$ cat config.mk
export PLATFORM = sky130hd
export DESIGN_NAME = zymason_loader
export DESIGN_NICKNAME = d
export VERILOG_FILES = /design/src/rtl/zymason_pkg.sv /design/src/rtl/zymason_nib_mux.sv /design/src/rtl/zymason_loader.sv
export SDC_FILE = /design/constraint.sdc
export NUM_CORES = 1
export LEC_CHECK = 0
export BUFFER_PORTS_ARGS = -buffer_cell sky130_fd_sc_hd__buf_4
export CAP_MARGIN = 40
export CORE_MARGIN = 1
export CORE_UTILIZATION = 50
export DETAILED_ROUTE_END_ITERATION = 10
export PLACE_DENSITY = 0.79
export SETUP_SLACK_MARGIN = 0.4
export SKIP_LAST_GASP = 1
export SYNTH_ARGS = -nofsm -noshare
export SYNTH_HDL_FRONTEND = slang
export SYNTH_SLANG_ARGS = --single-unit
$ cat constraint.sdc
create_clock -name clock -period 3.1 [get_ports clock]
set_input_delay 0.31 -clock clock [delete_from_list [all_inputs] [get_ports clock]]
set_output_delay 0.31 -clock clock [all_outputs]
set_load 0.1 [all_outputs]
$ cat src/rtl/zymason_pkg.sv
// Shared types and defaults for the zymason display frame loader.
package zymason_pkg;

  localparam int NUM_DIGITS_DEF = 8;

  typedef enum logic [2:0] {
    IDLE,
    CLR,
    FETCH,
    LO,
    HI,
    ADV,
    DONE
  } state_t;

endpackage

$ cat src/rtl/zymason_nib_mux.sv
// Selects the display data nibble and nibble-select line from the loader state.
module zymason_nib_mux
  import zymason_pkg::*;
(
  input  state_t     state,
  input  logic [6:0] captured,
  input  logic [4:0] spd,
  output logic [3:0] pin_out,
  output logic       sel
);

  always_comb begin
    pin_out = 4'h0;
    sel     = 1'b0;
    case (state)
      IDLE, DONE: {pin_out, sel} = spd;
      // ADV rewrites the same low nibble while the display steps to the next position
      LO, ADV:    pin_out = captured[3:0];
      HI: begin
        pin_out = {1'b0, captured[6:4]};
        sel     = 1'b1;
      end
      default: begin
        pin_out = 4'h0;
        sel     = 1'b0;
      end
    endcase
  end

endmodule

$ cat src/rtl/zymason_loader.sv
// Loads NUM_DIGITS 7-bit segment patterns into a nibble-wide display core per frame.
module zymason_loader
  import zymason_pkg::*;
#(
  parameter int NUM_DIGITS = NUM_DIGITS_DEF
) (
  input  logic       clock,
  input  logic       reset_n,
  input  logic       start,
  input  logic       dig_valid,
  input  logic [6:0] dig_data,
  output logic       dig_ready,
  input  logic [4:0] spd,
  output logic       busy,
  output logic       done,
  output logic       disp_reset,
  output logic       rw,
  output logic       sel,
  output logic [3:0] pin_out
);

  localparam int IDX_W = (NUM_DIGITS > 1) ? $clog2(NUM_DIGITS) : 1;
  localparam logic [IDX_W-1:0] LAST_IDX = IDX_W'(NUM_DIGITS - 1);

  state_t           state_reg, state_next;
  logic [IDX_W-1:0] idx_reg, idx_next;
  logic [6:0]       captured_reg, captured_next;

  always_ff @(posedge clock) begin
    if (!reset_n) begin
      state_reg    <= IDLE;
      idx_reg      <= '0;
      captured_reg <= '0;
    end else begin
      state_reg    <= state_next;
      idx_reg      <= idx_next;
      captured_reg <= captured_next;
    end
  end

  always_comb begin
    state_next    = state_reg;
    idx_next      = idx_reg;
    captured_next = captured_reg;
    dig_ready     = 1'b0;
    busy          = 1'b1;
    done          = 1'b0;
    disp_reset    = 1'b0;
    rw            = 1'b0;
    case (state_reg)
      IDLE: begin
        busy = 1'b0;
        if (start) state_next = CLR;
      end
      CLR: begin
        disp_reset = 1'b1;
        idx_next   = '0;
        state_next = FETCH;
      end
      FETCH: begin
        rw        = 1'b1;
        dig_ready = 1'b1;
        if (dig_valid) begin
          captured_next = dig_data;
          state_next    = LO;
        end
      end
      LO: begin
        rw         = 1'b1;
        state_next = HI;
      end
      HI: begin
        rw         = 1'b1;
        // the last digit never reaches ADV, so the index cannot wrap
        state_next = (idx_reg == LAST_IDX) ? DONE : ADV;
      end
      ADV: begin
        rw         = 1'b1;
        idx_next   = idx_reg + IDX_W'(1);
        state_next = FETCH;
      end
      DONE: begin
        done       = 1'b1;
        state_next = IDLE;
      end
      default: state_next = IDLE;
    endcase
  end

  zymason_nib_mux u_nib_mux (
    .state    (state_reg),
    .captured (captured_reg),
    .spd      (spd),
    .pin_out  (pin_out),
    .sel      (sel)
  );

endmodule

==> metrics.yaml, run 1 <==
worst_setup_path:
  crit_type: "reg -> out"
  cp_top_family: "flip-flops"
  critPathSlowestCell: "dfxtp_1"
  worstSetupStartpointType: "flop"
  slowest_delay_ns: 0.67
  r2r_end: "captured_reg[2]"
  required_ns: 2.79
  end_kind: "output port"
  cp_cell_sequence: "xor2_1, nand3_1, o211ai_1, buf_4"
  cp.arrival_ns: 1.90
  r2r-start: "state_reg[0]"
  rrSetupSlack_ns: 1.64
  crit_fanout: 17
  critPathBufInv: 1
  ff2ff_path_depth: 3
finish:
  stdcell_area_um2: 982
  nNetsFinal: 129
  fillerInstances: 119
  fin_util_pct: 71.9
  area_growth_pct: 26.8
  final_common_cell: "buf_4"
  antenna_cells: 0
  drive_gt1_share_pct: 29.4
  final_cell_mix: "buf_4 (26), dfxtp_1 (13), mux2i_1 (11)"
  largest_register_ffs: 7
clocking:
  clock_latency_ns: 0.28
  cts_setup_buffers: 0
  cts_buffers: 3
  clk_pin_slew_ns: 0.08
  cts_root_buffer: "clkbuf_4"
  cts_tree: "done"
  cts_resized: 0
  clockBufferDepth: 2
  hold_buffers: 0
  htreeDepth: 1
  clock-sinks: 13
place:
  numPortBuffers: 25
  post-place-ws_ns: 1.23
  hpwl_um: 1140
  postPlaceCellArea_um2: 956
  routabilityCongestion: 0.755
global_route:
  grt_max_degree: 20
  grt_antenna_before_repair: 0
  grt_pass1_vias: 566
  grt_util_all_layers_pct: 20.8
  grt_pass1_wl_um: 2240
  overflow: 0
power:
  p_leak_nw: 0.400
  power_density_nw_per_um2: 501
  ir_worst_vdd_uv: 387
timing:
  setup_viol: 0
  fin_skew_ns: 0.00246
  slew_headroom_pct: 60.9
  period_minus_slack_ns: 2.21
  final_hold_viol_count: 0
  fin_crit_sh_pct: 71.4
  rsz0062_at_grt: "false"
  fmax_mhz: 452
  worst_slack_ns: 0.888
  slew_viol_final: 0
  timing.setup.tns_ns: 0
  worst_pin_slew_ns: 0.585
route:
  via_count: 675
  wl_per_cell_um: 12.9
  drc: 0
  avgViaCountPerCell: 5.44
  routed_wl_um: 1600
  first_iter_violations: 5
  ant_nets: 0
  first_pass_iters: 4
synth:
  seq_area_frac_synth_pct: 33.6
  synth_cell_types: 27
  ys_ff_latch: 13
  synthTopCellsByArea: "dfxtp_1 (34%), mux2i_1 (14%), nor2b_1 (6.5%)"
  synthCells: 85
  syn-cell-area_um2: 774
  synth_nets: 104
  yosys_warnings: 0
  syn-mean-instance-area_um2: 9.11
  yosys.area.top_type_share_pct: 33.6
  yosysTopAreaCell: "dfxtp_1"
worst_hold_path:
  hold_class: "in -> reg"
  whs_path_depth: 3
  holdCritStartpoint: "dig_data[0]"
  min_to: "captured_reg[0]"
floorplanning:
  core-area_um2: 1370
  die_height_um: 41.4
  rows: 13
  initial_core_util_pct: 56.7
  dieArea_um2: 1710
  io_pins: 26
  fp.dieW_um: 41.4
outcome:
  status: "complete, no violations"
run:
  drv_cap: 0
cells by family after synthesis:
logic type      Yosys count  share of synthesized area (%)
compound gates           14                           12.0
xor+xnor                  1                           1.13
fa+ha+maj                 3                           4.85
buf+inv                   7                           5.98
flops                    13                           33.6
mux                      11                           14.2
simple gates             36                           28.3
synth_stat cells, drive strengths merged:
library cell and n:
mux2i 11, o22ai 2, xor2 1, nand2 5, and4bb 1, o21ai 2, and3b 1, o21a 1
buf 4, nor3b 2, ha 3, nor3 1, dfxtp 13, nor2 2, o211ai 3, nand3b 4
a21boi 4, nor4bb 1, inv 1, clkbuf 2, nand3 6, nand2b 4, a21oi 2, nor2b 8
or3 1
how the worst max path moves through the flow:
stage	slack, ns	cells past startpoint	from	end
floorplan	0.59	3	state_reg[2]	sel
global placement	1.26	4	state_reg[2]	pin_out[0]
detailed placement	1.23	4	state_reg[2]	pin_out[0]
CTS	0.92	4	state_reg[2]	pin_out[0]
global route	0.80	4	state_reg[2]	pin_out[2]
finish	0.89	4	state_reg[2]	pin_out[0]
tightest hold or removal path: stages:
cell and delay, ns:
buf_4 0.08, mux2i_1 0.05, nor2b_1 0.09
routing by layer:
metal	share of wire [%]	track usage (%)	vias to the layer above
met3	5.6	5.32	5
met5	0	0	-
met1	48	22.1	298
met4	1.9	14.5	0
met2	45	35.5	21
li1	-	-	351
final cells by class:
class	instances	area (µm²)	share of cell area, %
Clock buffer	4	26.3	2.68
Inverter	1	3.75	0.382
Multi-Input combinational cell	65	478	48.7
Sequential cell	13	260	26.5
Tap cell	15	18.8	1.91
Timing Repair Buffer	26	195	19.9
per-stage QoR:
| step | cells | hold WS (ns) | power [mW] |
|---|---|---|---|
| 2_1_floorplan | 85 | 0.445 | 0.348 |
| 3_3_place_gp | 120 | 0.455 | 0.387 |
| 3_5_place_dp | 120 | 0.475 | 0.388 |
| 4_1_cts | 124 | 0.279 | 0.496 |
| 5_1_grt | 124 | 0.276 | 0.513 |
| 6_report | 124 | 0.280 | 0.493 |
report_power, final:
group	leakage [nW]	switching, mW	internal (mW)
Clock	0.0150	0.0582	0.0500
Combinational	0.280	0.144	0.0574
Sequential	0.105	0.00994	0.173
(Power assumes the default switching activity.)
==> inputs of run 2 (changes only) <==
Settings changed: CORE_UTILIZATION 50 to 48, PLACE_DENSITY 0.79 to 0.77.
Clock period 3.1 ns to 2.3 ns, I/O delays scaled along.
==> run 2 against run 1 <==
  * Design area up 6.1%
  * Highest routed layer unchanged
  * Clock power is 34% higher
  * Sequential power rose by 39%
  * Register-to-register slack worse by 0.80 ns
  * Sequential cell count stayed put
  * Power grew 38%
  * Worst hold slack got worse by 0.075 ns
  * Sequential share of layout area decreased by 1.0 points
==> metrics.yaml, run 2 (synthesis results as in run 1) <==
outcome:
  status: "complete, no violations"
worst_setup_path:
  cp_cell_sequence: "buf_4, nor2_1, nand3b_1, o211ai_1, buf_6"
  crit_fanout: 16  # -1
  crit_type: "reg -> out"
  cp.arrival_ns: 1.57  # -0.33 ns
  required_ns: 2.07  # -0.72 ns
  critPathSlowestCell: "dfxtp_1"
  ff2ff_path_depth: 4  # +1
  crit_cells: 5  # +1
  worstSetupStartpointType: "flop"
  slowest_delay_ns: 0.37  # -0.30 ns
  critPathBufInv: 2  # +1
  cp_top_family: "buffers and inverters"
  end_kind: "output port"
worst_hold_path:
  hold_class: "in -> reg"
  whs_path_depth: 3  # unchanged
timing:
  slew_headroom_pct: 75.8  # +15 points
  timing.setup.tns_ns: 0  # unchanged
  rsz0062_at_grt: "true"
  slew_viol_final: 0  # unchanged
  fin_skew_ns: 0.00229  # -0.000170 ns
  final_hold_viol_count: 0  # unchanged
  fmax_mhz: 557
  fin_crit_sh_pct: 78.0
  setup_viol: 0  # unchanged
  worst_slack_ns: 0.505  # -0.383 ns
  worst_pin_slew_ns: 0.363  # -0.222 ns
  period_minus_slack_ns: 1.80
clocking:
  cts_buffers: 3  # unchanged
  clk_pin_slew_ns: 0.08  # about the same
  clock-sinks: 13  # unchanged
  clockBufferDepth: 2  # unchanged
  hold_buffers: 0  # unchanged
  clock_latency_ns: 0.28  # about the same
  cts_tree: "done"
  cts_root_buffer: "clkbuf_4"
  htreeDepth: 1  # unchanged
power:
  pwr-share-comb_pct: 41.0  # about the same
  p_leak_nw: 0.414  # +3.4%
  power_density_nw_per_um2: 651  # +30%
  p_int_mw: 0.386  # +38%
  p_sw_mw: 0.293  # +38%
  netSwitchingFraction_pct: 43.2  # about the same
  p_total_mw: 0.679  # +38%
  ir_worst_vdd_uv: 363  # -6.2%
  clockPowerShare_pct: 21.4  # -0.6 points
  pwr-share-seq_pct: 37.6  # +0.5 points
finish:
  area_growth_pct: 34.6
  nNetsFinal: 129  # unchanged
  fin_util_pct: 69.2  # -2.7 points
  final_common_cell: "buf_4"
  drive_gt1_share_pct: 35.8  # +6.4 points
  final_cell_mix: "buf_4 (23), mux2i_1 (11), dfxtp_1 (11)"
  antenna_cells: 0  # unchanged
  largest_register_ffs: 7  # unchanged
route:
  first_pass_iters: 4  # unchanged
  ant_nets: 0  # unchanged
  first_iter_violations: 11  # +6
  wl_per_cell_um: 12.7  # -1.3%
  avgViaCountPerCell: 5.65  # +3.8%
  drc: 0  # unchanged
  via_count: 706  # +4.6%
  routed_wl_um: 1590  # -0.50%
place:
  routabilityCongestion: 0.790  # +4.6%
  post-place-ws_ns: 0.576  # -0.655 ns
  numPortBuffers: 25  # unchanged
  hpwl_um: 1120  # -2.0%
floorplanning:
  die_height_um: 42.2  # +2.0%
  core-area_um2: 1510  # +10%
  fp.dieW_um: 42.2  # +2.0%
  initial_core_util_pct: 51.4  # -5.3 points
  dieArea_um2: 1780  # +4.0%
  io_pins: 26  # unchanged
  rows: 14  # +1
global_route:
  grt_pass1_vias: 626  # +11%
  grt_pass1_wl_um: 2740  # +23%
  overflow: 0  # unchanged
  grt_antenna_before_repair: 0  # unchanged
  grt_util_all_layers_pct: 20.1  # -0.71 points
  grt_max_degree: 20  # unchanged
run:
  drv_cap: 0  # unchanged
[run 2: path summary, 6_finish.rpt]
path | slack, ns | endpoint | from
min reg2reg | 0.47 | idx_reg[1] | idx_reg[1]
min | 0.21 | captured_reg[1] | dig_data[1]
max reg2reg | 0.84 | captured_reg[0] | state_reg[2]
max | 0.50 | pin_out[2] | state_reg[2]
[run 2: metrics by stage]
| stage | std cells | hold WS (ns) | cell area (µm²) |
|---|---|---|---|
| global route | 125 | 0.215 | 1040 |
| floorplan | 85 | 0.384 | 813 |
| CTS | 125 | 0.206 | 1020 |
| finish | 125 | 0.205 | 1040 |
| detailed placement | 121 | 0.463 | 982 |
| global placement | 121 | 0.453 | 982 |
[run 2: layout make-up]
class | count | area (µm²)
Sequential cell | 13 | 265
Timing Repair Buffer | 26 | 206
Fill cell | 129 | 464
Multi-Input combinational cell | 65 | 520
Tap cell | 16 | 20.0
Inverter | 1 | 3.75
Clock buffer | 4 | 26.3
[run 2: timing repair]
| item | CTS | global route |
|---|---|---|
| setup buffers | 0 | 0 |
| setup endpoints to repair | 5 | 4 |
| gates resized for setup | 3 | 4 |
| hold endpoints to repair | 0 | 0 |
[run 2: power by group through the flow]
stage	Combinational, mW	Sequential (mW)	Clock (mW)
CTS	0.272	0.254	0.152
global placement	0.269	0.257	0
global route	0.291	0.258	0.157
floorplan	0.232	0.244	0
detailed placement	0.271	0.258	0
finish	0.278	0.255	0.145
[run 2: layer usage]
metal  routed length, µm  global-route usage (%)
met1                 775                    28.2
met2                 716                    28.3
met3                  63                    2.59
met4                  35                    13.8
met5                   0                       0
[run 2: tightest hold or removal path: stages]
cell     delay (ns)
buf_4          0.08
mux2i_1        0.05
nor2b_1        0.09
==> inputs of run 3 (changes only) <==
Clock period 2.3 ns to 1.7 ns, I/O delays scaled along.
==> run 3 against run 2 <==
  * Non-clock buffer count grew 10
  * Count of clock-buffer cells in the layout is the same
  * Clock skew grew 0.0060 ns
  * Routed wire length grew 37%
  * Power grew 52%
  * Via count grew 10%
  * Worst hold slack lost 0.059 ns
  * Clock power grew 34%
  * Final cell count grew 8.0%
  * First-iteration DRC count grew 82%
  * Design area grew 23%
  * Global-route usage grew 2.8 points
  * Largest power group unchanged
==> metrics.yaml, run 3 (synthesis results as in run 1) <==
outcome:
  status: "complete, no violations"
worst_setup_path:
  cp_cell_sequence: "xor2_2, buf_6, nand3_2, o211ai_1, buf_6"
  startpoint: "state_reg[2]"
  worstSetupStartpointType: "flop"
  cp.arrival_ns: 1.43  # -0.14 ns
  cp_common_cell: "buf_6"
  critPathSlowestCell: "dfxtp_4"
  crit_fanout: 7  # -9
  ff2ff_path_depth: 6  # +2
  critPathBufInv: 2  # unchanged
  required_ns: 1.53  # -0.54 ns
  crit_type: "reg -> out"
  r2r_end: "state_reg[0]"
  slowest_delay_ns: 0.39  # +0.02 ns
  rrSetupSlack_ns: 0.26  # -0.58 ns
  end_kind: "output port"
  cp_top_family: "buffers and inverters"
  crit_end: "pin_out[2]"
  r2r-start: "state_reg[1]"
  crit_cells: 5  # unchanged
global_route:
  grt_antenna_before_repair: 0  # unchanged
  overflow: 0  # unchanged
  grt_max_degree: 18  # -10%
  grt_util_all_layers_pct: 22.9  # +2.8 points
  grt_pass1_wl_um: 3120  # +14%
  grt_pass1_vias: 725  # +16%
timing:
  fin_skew_ns: 0.00826  # +0.00597 ns
  slew_headroom_pct: 81.6  # +5.8 points
  setup_viol: 0  # unchanged
  slew_viol_final: 0  # unchanged
  timing.setup.tns_ns: 0  # unchanged
  fmax_mhz: 624
  period_minus_slack_ns: 1.60
  worst_pin_slew_ns: 0.272  # -0.0904 ns
  final_hold_viol_count: 0  # unchanged
  rsz0062_at_grt: "true"
  fin_crit_sh_pct: 94.2
run:
  drv_cap: 0  # unchanged
floorplanning:
  io_pins: 26  # unchanged
  die_height_um: 42.2  # unchanged
  fp.dieW_um: 42.2  # unchanged
  rows: 14  # unchanged
  core-area_um2: 1510  # unchanged
  initial_core_util_pct: 51.4  # unchanged
  dieArea_um2: 1780  # unchanged
route:
  routed_wl_um: 2190  # +37%
  first_pass_iters: 4  # unchanged
  drc: 0  # unchanged
  ant_nets: 0  # unchanged
  first_iter_violations: 20  # +9
  via_count: 777  # +10%
  avgViaCountPerCell: 5.76  # +1.9%
  wl_per_cell_um: 16.2  # +27%
place:
  hpwl_um: 1240  # +11%
  numPortBuffers: 25  # unchanged
  postPlaceCellArea_um2: 1030  # +4.6%
  routabilityCongestion: 0.765  # -3.2%
clocking:
  htreeDepth: 1  # unchanged
  clock-sinks: 13  # unchanged
  clk_pin_slew_ns: 0.09  # about the same
  cts_buffers: 3  # unchanged
  cts_root_buffer: "clkbuf_4"
  clock_latency_ns: 0.28  # about the same
  cts_tree: "done"
  clockBufferDepth: 2  # unchanged
finish:
  final_cell_mix: "buf_4 (23), mux2i_1 (11), dfxtp_1 (10)"
  nNetsFinal: 139  # +7.8%
  area_growth_pct: 65.4
  stdcell_area_um2: 1280  # +23%
  drive_gt1_share_pct: 49.6  # +14 points
  final_common_cell: "buf_4"
  largest_register_ffs: 7  # unchanged
  antenna_cells: 0  # unchanged
worst_hold_path:
  hold_class: "in -> reg"
power:
  ir_worst_vdd_uv: 821  # +130%
  power_density_nw_per_um2: 805  # +24%
  p_leak_nw: 0.497  # +20%
  p_total_mw: 1.03  # +52%
-- run 3: cell count changes in the layout (fill, tap and decap cells not counted), moves of 2 or more --
| cell | before | now |
|---|---|---|
| buf_12 | 0 | 6 |
| buf_6 | 3 | 7 |
| nand3_1 | 6 | 3 |
| nand3_2 | 0 | 3 |
| dfxtp_4 | 1 | 3 |
| nor2_4 | 0 | 2 |
| o21ai_4 | 0 | 2 |
-- run 3: area by class of cell --
class	instances	area, µm²
multi-input combinational	65	583
timing repair buffer	36	372
fill	76	225
sequential	13	272
inverter	1	8.76
tap	16	20.0
clock buffer	4	26.3
-- run 3: metrics by stage --
step	instances	setup WS, ns	utilization, %	hold slack [ns]
6_report	135	0.0982	85.0	0.146
5_1_grt	135	0.0436	85.0	0.163
4_1_cts	131	0.0956	80.3	0.144
3_5_place_dp	124	0.252	68.2	0.435
3_3_place_gp	124	0.266	68.2	0.429
2_1_floorplan	85	-0.517	-	0.324
-- run 3: worst min-delay path by stage --
stage	to	depth (start not counted)	startpoint	slack, ns
floorplan	idx_reg[2]	1	reset_n	0.32
global placement	captured_reg[4]	3	dig_data[4]	0.43
detailed placement	captured_reg[6]	3	dig_data[6]	0.44
CTS	captured_reg[6]	3	dig_data[6]	0.14
global route	captured_reg[1]	3	dig_data[1]	0.16
finish	captured_reg[5]	3	dig_data[5]	0.15
-- run 3: what timing repair did --
action | in CTS | in global routing
pin swaps | 2 | 9
gates cloned | 0 | 0
endpoints found under the setup margin | 17 | 17
hold buffers | 0 | 0
buffers inserted | 3 | 4
gates resized for setup | 34 | 9
-- run 3: where the power goes --
part	switching (mW)	internal (mW)	leakage [nW]
logic	0.311	0.193	0.375
clock network	0.103	0.0909	0.0150
registers	0.0187	0.314	0.107
total	0.433	0.598	0.497
-- run 3: tightest hold or removal path, stage by stage --
cell     delay (ns)
buf_4          0.08
mux2i_1        0.05
nor2b_1        0.09
-- run 3: per-layer routing --
| metal | share of wire (%) | GRT usage, % |
|---|---|---|
| met1 | 40 | 26.9 |
| met2 | 54 | 43.4 |
| met3 | 4.0 | 2.59 |
| met4 | 1.8 | 5.63 |
| met5 | 0 | 0 |
